`src/rtl/mul_share_if.sv`:
```
// rtl/mul_share_if.sv - request/response bus between HIR call sites and the shared multiplier
//
// Purpose: bundles the per-requester handshake, operand and result signals.
//   master : requester side (drives req_valid, req_a, req_b, req_mask)
//   slave  : arbiter side   (drives req_ready, resp_valid, resp_data, inflight, busy)
// Signals:
//   req_valid  [NUM_REQ]     per-requester request strobe
//   req_a/b    [NUM_REQ*32]  operands, requester i in bits [32*i+31:32*i]
//   req_mask   [NUM_REQ]     requester enable; 0 = never granted
//   req_ready  [NUM_REQ]     one-hot grant or zero
//   resp_valid [NUM_REQ]     one-hot result owner strobe
//   resp_data  [32]          product, shared by all requesters
//   inflight   [4]           products currently in the pipeline
//   busy                     inflight != 0
interface mul_share_if #(
    parameter int NUM_REQ = 4
);
    logic [NUM_REQ-1:0]    req_valid;
    logic [NUM_REQ*32-1:0] req_a;
    logic [NUM_REQ*32-1:0] req_b;
    logic [NUM_REQ-1:0]    req_mask;
    logic [NUM_REQ-1:0]    req_ready;
    logic [NUM_REQ-1:0]    resp_valid;
    logic [31:0]           resp_data;
    logic [3:0]            inflight;
    logic                  busy;

    modport master (
        output req_valid, req_a, req_b, req_mask,
        input  req_ready, resp_valid, resp_data, inflight, busy
    );

    modport slave (
        input  req_valid, req_a, req_b, req_mask,
        output req_ready, resp_valid, resp_data, inflight, busy
    );
endinterface

```
`src/rtl/mul_share_arbiter.sv`:
```
// rtl/mul_share_arbiter.sv - round-robin arbiter sharing one pipelined 32-bit multiplier
//
// Purpose: grants at most one requester per cycle (round-robin from a rotating
//   pointer), multiplies its operands in a LATENCY-deep pipeline and returns the
//   low 32 bits of the product to the originating requester LATENCY cycles later.
// Ports:
//   clk  : clock, rising edge
//   rst  : synchronous active-low reset
//   bus  : mul_share_if.slave (requests, grants, responses, occupancy)
module mul_share_arbiter #(
    parameter int NUM_REQ = 4,
    parameter int LATENCY = 3,
    parameter int TAG_W   = 3
) (
    input  logic          clk,
    input  logic          rst,
    mul_share_if.slave    bus
);

    // Arbitration
    logic [TAG_W-1:0]   r_ptr;
    logic [NUM_REQ-1:0] w_elig;
    logic [NUM_REQ-1:0] w_shift;
    logic [TAG_W-1:0]   w_idx;
    logic [TAG_W-1:0]   w_gidx;
    logic [TAG_W-1:0]   w_ptr_nxt;
    logic               w_found;
    logic [31:0]        w_a;
    logic [31:0]        w_b;

    // Pipeline: r_vld[1] is the operand stage, r_vld[2..LATENCY] carry products
    logic [LATENCY:1]   r_vld;
    logic [31:0]        r_a1;
    logic [31:0]        r_b1;
    logic [TAG_W-1:0]   r_tag1;
    logic [31:0]        r_prod [2:LATENCY];
    logic [TAG_W-1:0]   r_tag  [2:LATENCY];
    logic [3:0]         w_cnt;

    // Reset forces the eligible set empty so req_ready is zero while rst is low.
    assign w_elig = bus.req_valid & bus.req_mask & {NUM_REQ{rst}};

    // Search pointer, pointer+1, ... with wrap; first eligible index wins.
    always_comb begin
        w_found = 1'b0;
        w_gidx  = '0;
        w_idx   = '0;
        w_shift = '0;
        for (int k = 0; k < NUM_REQ; k++) begin
            w_idx   = TAG_W'((int'(r_ptr) + k) % NUM_REQ);
            w_shift = w_elig >> w_idx;
            if (!w_found && w_shift[0]) begin
                w_found = 1'b1;
                w_gidx  = w_idx;
            end
        end
    end

    assign w_ptr_nxt = (w_gidx == TAG_W'(NUM_REQ - 1)) ? '0 : w_gidx + 1'b1;
    assign w_a       = 32'(bus.req_a >> (32 * int'(w_gidx)));
    assign w_b       = 32'(bus.req_b >> (32 * int'(w_gidx)));

    assign bus.req_ready = w_found ? (NUM_REQ'(1) << w_gidx) : '0;

    always_ff @(posedge clk) begin
        if (!rst) begin
            r_ptr <= '0;
            r_vld <= '0;
            // Product registers are cleared so resp_data reads 0 after reset.
            for (int k = 2; k <= LATENCY; k++) begin
                r_prod[k] <= '0;
                r_tag[k]  <= '0;
            end
        end else begin
            r_vld[1] <= w_found;
            if (w_found) begin
                r_a1   <= w_a;
                r_b1   <= w_b;
                r_tag1 <= w_gidx;
                r_ptr  <= w_ptr_nxt;
            end

            r_vld[2] <= r_vld[1];
            if (r_vld[1]) begin
                r_prod[2] <= r_a1 * r_b1;
                r_tag[2]  <= r_tag1;
            end

            // Data only moves with a valid entry, so the last stage (and hence
            // resp_data) keeps its previous product on idle cycles.
            for (int k = 3; k <= LATENCY; k++) begin
                r_vld[k] <= r_vld[k-1];
                if (r_vld[k-1]) begin
                    r_prod[k] <= r_prod[k-1];
                    r_tag[k]  <= r_tag[k-1];
                end
            end
        end
    end

    always_comb begin
        w_cnt = '0;
        for (int k = 1; k <= LATENCY; k++) begin
            w_cnt = w_cnt + 4'(r_vld[k]);
        end
    end

    // Gated by rst so a result due in the reset cycle is discarded, not reported.
    assign bus.resp_valid = (r_vld[LATENCY] && rst) ? (NUM_REQ'(1) << r_tag[LATENCY]) : '0;
    assign bus.resp_data  = r_prod[LATENCY];
    assign bus.inflight   = w_cnt;
    assign bus.busy       = (w_cnt != 4'd0);

endmodule

```
`src/flat_wrapper.sv`:
```
// flat-port wrapper written by rule: the top's interface ports become plain ports
module mul_share_arbiter_flat 
#(
    parameter int NUM_REQ = 4,
    parameter int LATENCY = 3,
    parameter int TAG_W   = 3
)
  (clk, rst, bus_req_valid, bus_req_a, bus_req_b, bus_req_mask, bus_req_ready, bus_resp_valid, bus_resp_data, bus_inflight, bus_busy);
  mul_share_if #(.NUM_REQ(NUM_REQ)) bus_i ();
  input  logic clk;
  input  logic rst;
  input wire logic [$bits(bus_i.req_valid)-1:0] bus_req_valid;
  input wire logic [$bits(bus_i.req_a)-1:0] bus_req_a;
  input wire logic [$bits(bus_i.req_b)-1:0] bus_req_b;
  input wire logic [$bits(bus_i.req_mask)-1:0] bus_req_mask;
  output wire logic [$bits(bus_i.req_ready)-1:0] bus_req_ready;
  output wire logic [$bits(bus_i.resp_valid)-1:0] bus_resp_valid;
  output wire logic [$bits(bus_i.resp_data)-1:0] bus_resp_data;
  output wire logic [$bits(bus_i.inflight)-1:0] bus_inflight;
  output wire logic [$bits(bus_i.busy)-1:0] bus_busy;
  assign bus_i.req_valid = bus_req_valid;
  assign bus_i.req_a = bus_req_a;
  assign bus_i.req_b = bus_req_b;
  assign bus_i.req_mask = bus_req_mask;
  assign bus_req_ready = bus_i.req_ready;
  assign bus_resp_valid = bus_i.resp_valid;
  assign bus_resp_data = bus_i.resp_data;
  assign bus_inflight = bus_i.inflight;
  assign bus_busy = bus_i.busy;
  mul_share_arbiter #(.NUM_REQ(NUM_REQ), .LATENCY(LATENCY), .TAG_W(TAG_W)) u_core (.clk(clk), .rst(rst), .bus(bus_i));
endmodule
```
`config.mk`:
```
export PLATFORM = sky130hd
export DESIGN_NAME = mul_share_arbiter_flat
export DESIGN_NICKNAME = d
export VERILOG_FILES = /design/src/rtl/mul_share_if.sv /design/src/rtl/mul_share_arbiter.sv /design/src/flat_wrapper.sv
export SDC_FILE = /design/constraint.sdc
export NUM_CORES = 1
export LEC_CHECK = 0
export BUFFER_PORTS_ARGS = -buffer_cell sky130_fd_sc_hd__clkbuf_2
export CORE_ASPECT_RATIO = 1.1
export CORE_MARGIN = 5
export CORE_UTILIZATION = 24
export CTS_BUF_LIST = sky130_fd_sc_hd__clkbuf_4 sky130_fd_sc_hd__clkbuf_8 sky130_fd_sc_hd__clkbuf_16
export DETAILED_ROUTE_END_ITERATION = 12
export PLACE_DENSITY = 0.46
export SYNTH_ARGS = -nofsm -noshare
export SYNTH_HDL_FRONTEND = slang
export SYNTH_SLANG_ARGS = --single-unit
```
`constraint.sdc`:
```
create_clock -name clk -period 12.2 [get_ports clk]
set_clock_uncertainty 0.1 [all_clocks]
set_input_delay 1.22 -clock clk [delete_from_list [all_inputs] [get_ports clk]]
set_output_delay 1.22 -clock clk [all_outputs]
set_load 0.02 [all_outputs]
```
==> impl_metrics.tcl <==
set metrics [dict create \
    status "complete, no violations" \
    stdcell_count 3770 \
    grt_max_degree 115 \
    critical_path_class "register to register" \
    core-area_um2 95600 \
    synth_top_area_frac 0.354 \
    synth_nets 3086 \
    async_flop_share 0 \
    cap_violations 0 \
    slew_headroom 0.293 \
    worstRegToRegCells 23 \
    grt_pass1_vias 17619 \
    cts-buffers-inserted 17 \
    cp_common_cell "fa_1" \
    antennaDiodeCount 0 \
    die_width_um 306 \
    seq_area_frac_synth 0.179 \
    synth.area.top_cells "fa_1 35%, edfxtp_1 17%, mux2i_1 8.4%, and2_1 8.2%, ha_1 7.0%" \
    die_h_um 335 \
    root_buffer "clkbuf_16" \
    io_buffers 309 \
    wl_per_cell_um 18.3 \
    ant_nets 0 \
    setup-violations-final 0 \
    clk_pin_slew_ns 0.06 \
    slew_violations 0 \
    post_cts_buffers 0 \
    critPathLaunchType "register" \
    path_depth 23 \
    critPathTopFamily "adder cells" \
    dp.cells 3739 \
    endpoint_kind "register" \
    ctsHoldBuffers 0 \
    crit_chain "nand2_1, fa_1, inv_1, fa_1, inv_1, fa_1, fa_1, inv_1, fa_1, inv_1, fa_1, fa_1, fa_1, inv_1, ha_1, and3_1, a221o_1, a21oi_1, o2111ai_1, a311oi_1, o31ai_1, xnor2_1, nor2_1" \
    cts_resized 0 \
    grt_pass1_wl_mm 108 \
    synth.most_common_cell "inv_1" \
    critPathBufInv 5 \
    overflow 0 \
    vias_per_cell 4.17 \
    synth.distinct_cells 60 \
    gp_congestion 0.791 \
    cp_slowest_stage_delay_ns 1.04 \
    dieArea_um2 103000 \
    area_delta_synth_final_pct 13.9 \
    mappedNetlistArea_um2 23100 \
    tns_ns 0 \
    gr-usage-all-layers 0.137 \
    antenna_found_initial 0 \
    holdPathStages 1 \
    synth-edff-count 134 \
    cpMaxStageDelayCell "edfxtp_1" \
    fin_crit_sh 0.640 \
    worstMarginPinSlew_ns 1.06 \
    syn_area_per_cell_um2 10.1 \
    cts_sinks 139 \
    clkLatencyLatePin_ns 0.47 \
    max_freq_mhz 128 \
    dr.pass1.iters 5 \
    critPathRequiredTime_ns 12.28 \
    critPathMaxFanout 22 \
    wirelength_mm 69.1 \
    clockBufferDepth 2 \
    hold_class "register to register" \
    synth_cells 2281 \
    ys_warn_count 0 \
    vias 15737 \
    hold_viol_final 0 \
    rows 119 \
    drt_iter0_markers 608 \
    rsz0062_at_grt "no" \
    fin_crit_ns 7.81 \
    dp_hpwl_mm 55.2 \
    drc_errors 0 \
    cts_tree "done" \
    fillers 10290 \
    synth_flop_cell "edfxtp_1" \
    synth_area_leader_cell "fa_1" \
    cp.arrival_ns 7.89 \
    synth-seq-cells 139 \
    start_util 0.242 \
    nNetsFinal 3293 \
    drive_above_1_share 0.153 \
    ios 311 \
    h-tree-depth 4 \
    yosys-top-cells-count "410 x inv_1, 409 x fa_1, 301 x and2_1" \
]
[final timing paths]
| path | slack, ns | endpoint | startpoint |
|---|---|---|---|
| setup / recovery | 4.39 | u_core.r_prod[1][31] | u_core.r_b1[10] |
| hold / removal | 0.46 | u_core.r_prod[1][35] | u_core.r_prod[1][3] |
| setup reg to reg | 4.39 | u_core.r_prod[1][31] | u_core.r_b1[10] |
| hold reg to reg | 0.46 | u_core.r_prod[1][35] | u_core.r_prod[1][3] |
[layer usage]
metal | part of all wire | global-route usage
met2 | 0.49 | 0.237
met1 | 0.45 | 0.180
met4 | 0.024 | 0.0364
met3 | 0.037 | 0.0210
met5 | 0 | 0
[per-stage QoR]
step	area, um2	worst slack [ns]	util	hold WS (ns)
CTS	26300	4.38	0.275	0.464
global route	26300	4.03	0.275	0.474
finish	26300	4.39	0.275	0.462
detailed placement	25700	4.39	0.269	0.449
global placement	25700	4.49	0.269	0.450
floorplan	23100	5.07	-	0.424
[flip-flops by register name, indices dropped and copies added, names as in the netlist]
| name | count |
|---|---|
| u_core.r_prod | 64 |
| u_core.r_a1 | 32 |
| u_core.r_b1 | 32 |
| u_core.r_tag | 4 |
| u_core.r_vld | 3 |
| u_core.r_ptr | 2 |
| u_core.r_tag1 | 2 |
[kinds of logic (layout without fill, tap and decap cells)]
group / Yosys count / after routing / share of synthesized area
adders and majority gates: 539 / 539 / 0.425
AOI/OAI and AO/OA: 95 / 95 / 0.0308
buffers and inverters: 563 / 782 / 0.101
xor gates and xnor gates: 80 / 80 / 0.0309
DFF: 139 / 139 / 0.179
muxes: 194 / 194 / 0.0841
and+or+nand+nor: 670 / 670 / 0.150
other: 1 / 1 / 0.000162
[cell type report]
class / count / area (um2) / share of cell area
Timing Repair Buffer: 340 / 1790 / 0.0681
Tap cell: 1270 / 1590 / 0.0604
Multi-Input combinational cell: 1579 / 16700 / 0.634
Clock inverter: 13 / 153 / 0.00580
Inverter: 411 / 1550 / 0.0587
Sequential cell: 139 / 4120 / 0.157
Clock buffer: 18 / 433 / 0.0165
[worst register-to-register path: stages (launching register included)]
cell and delay, ns:
edfxtp_1 1.04, nand2_1 0.19, fa_1 0.54, inv_1 0.05, fa_1 0.41, inv_1 0.08
fa_1 0.42, fa_1 0.49, inv_1 0.05, fa_1 0.49, inv_1 0.05, fa_1 0.55
fa_1 0.44, fa_1 0.50, inv_1 0.05, ha_1 0.33, and3_1 0.19, a221o_1 0.35
a21oi_1 0.19, o2111ai_1 0.20, a311oi_1 0.43, o31ai_1 0.15, xnor2_1 0.16, nor2_1 0.05
[cells in the final DEF (no fill, tap or decap), types with 5 or more instances in the layout]
cell type and n:
xnor2_1 58, clkbuf_16 17, buf_4 30, nand2b_1 5
and2_1 301, nand3_1 6, o21ai_0 8, and3_1 46
clkbuf_2 309, a21o_1 12, mux2i_1 193, nor2_1 32
edfxtp_1 134, xor2_1 21, dfxtp_1 5, fa_1 409
inv_1 409, a21oi_1 27, nand2_1 256, ha_1 130
o21a_1 7, nor3_1 11
Power is left out: the tool's default activity adds up to more than one toggle a clock period on the data nets, which glitch-free logic cannot reach.
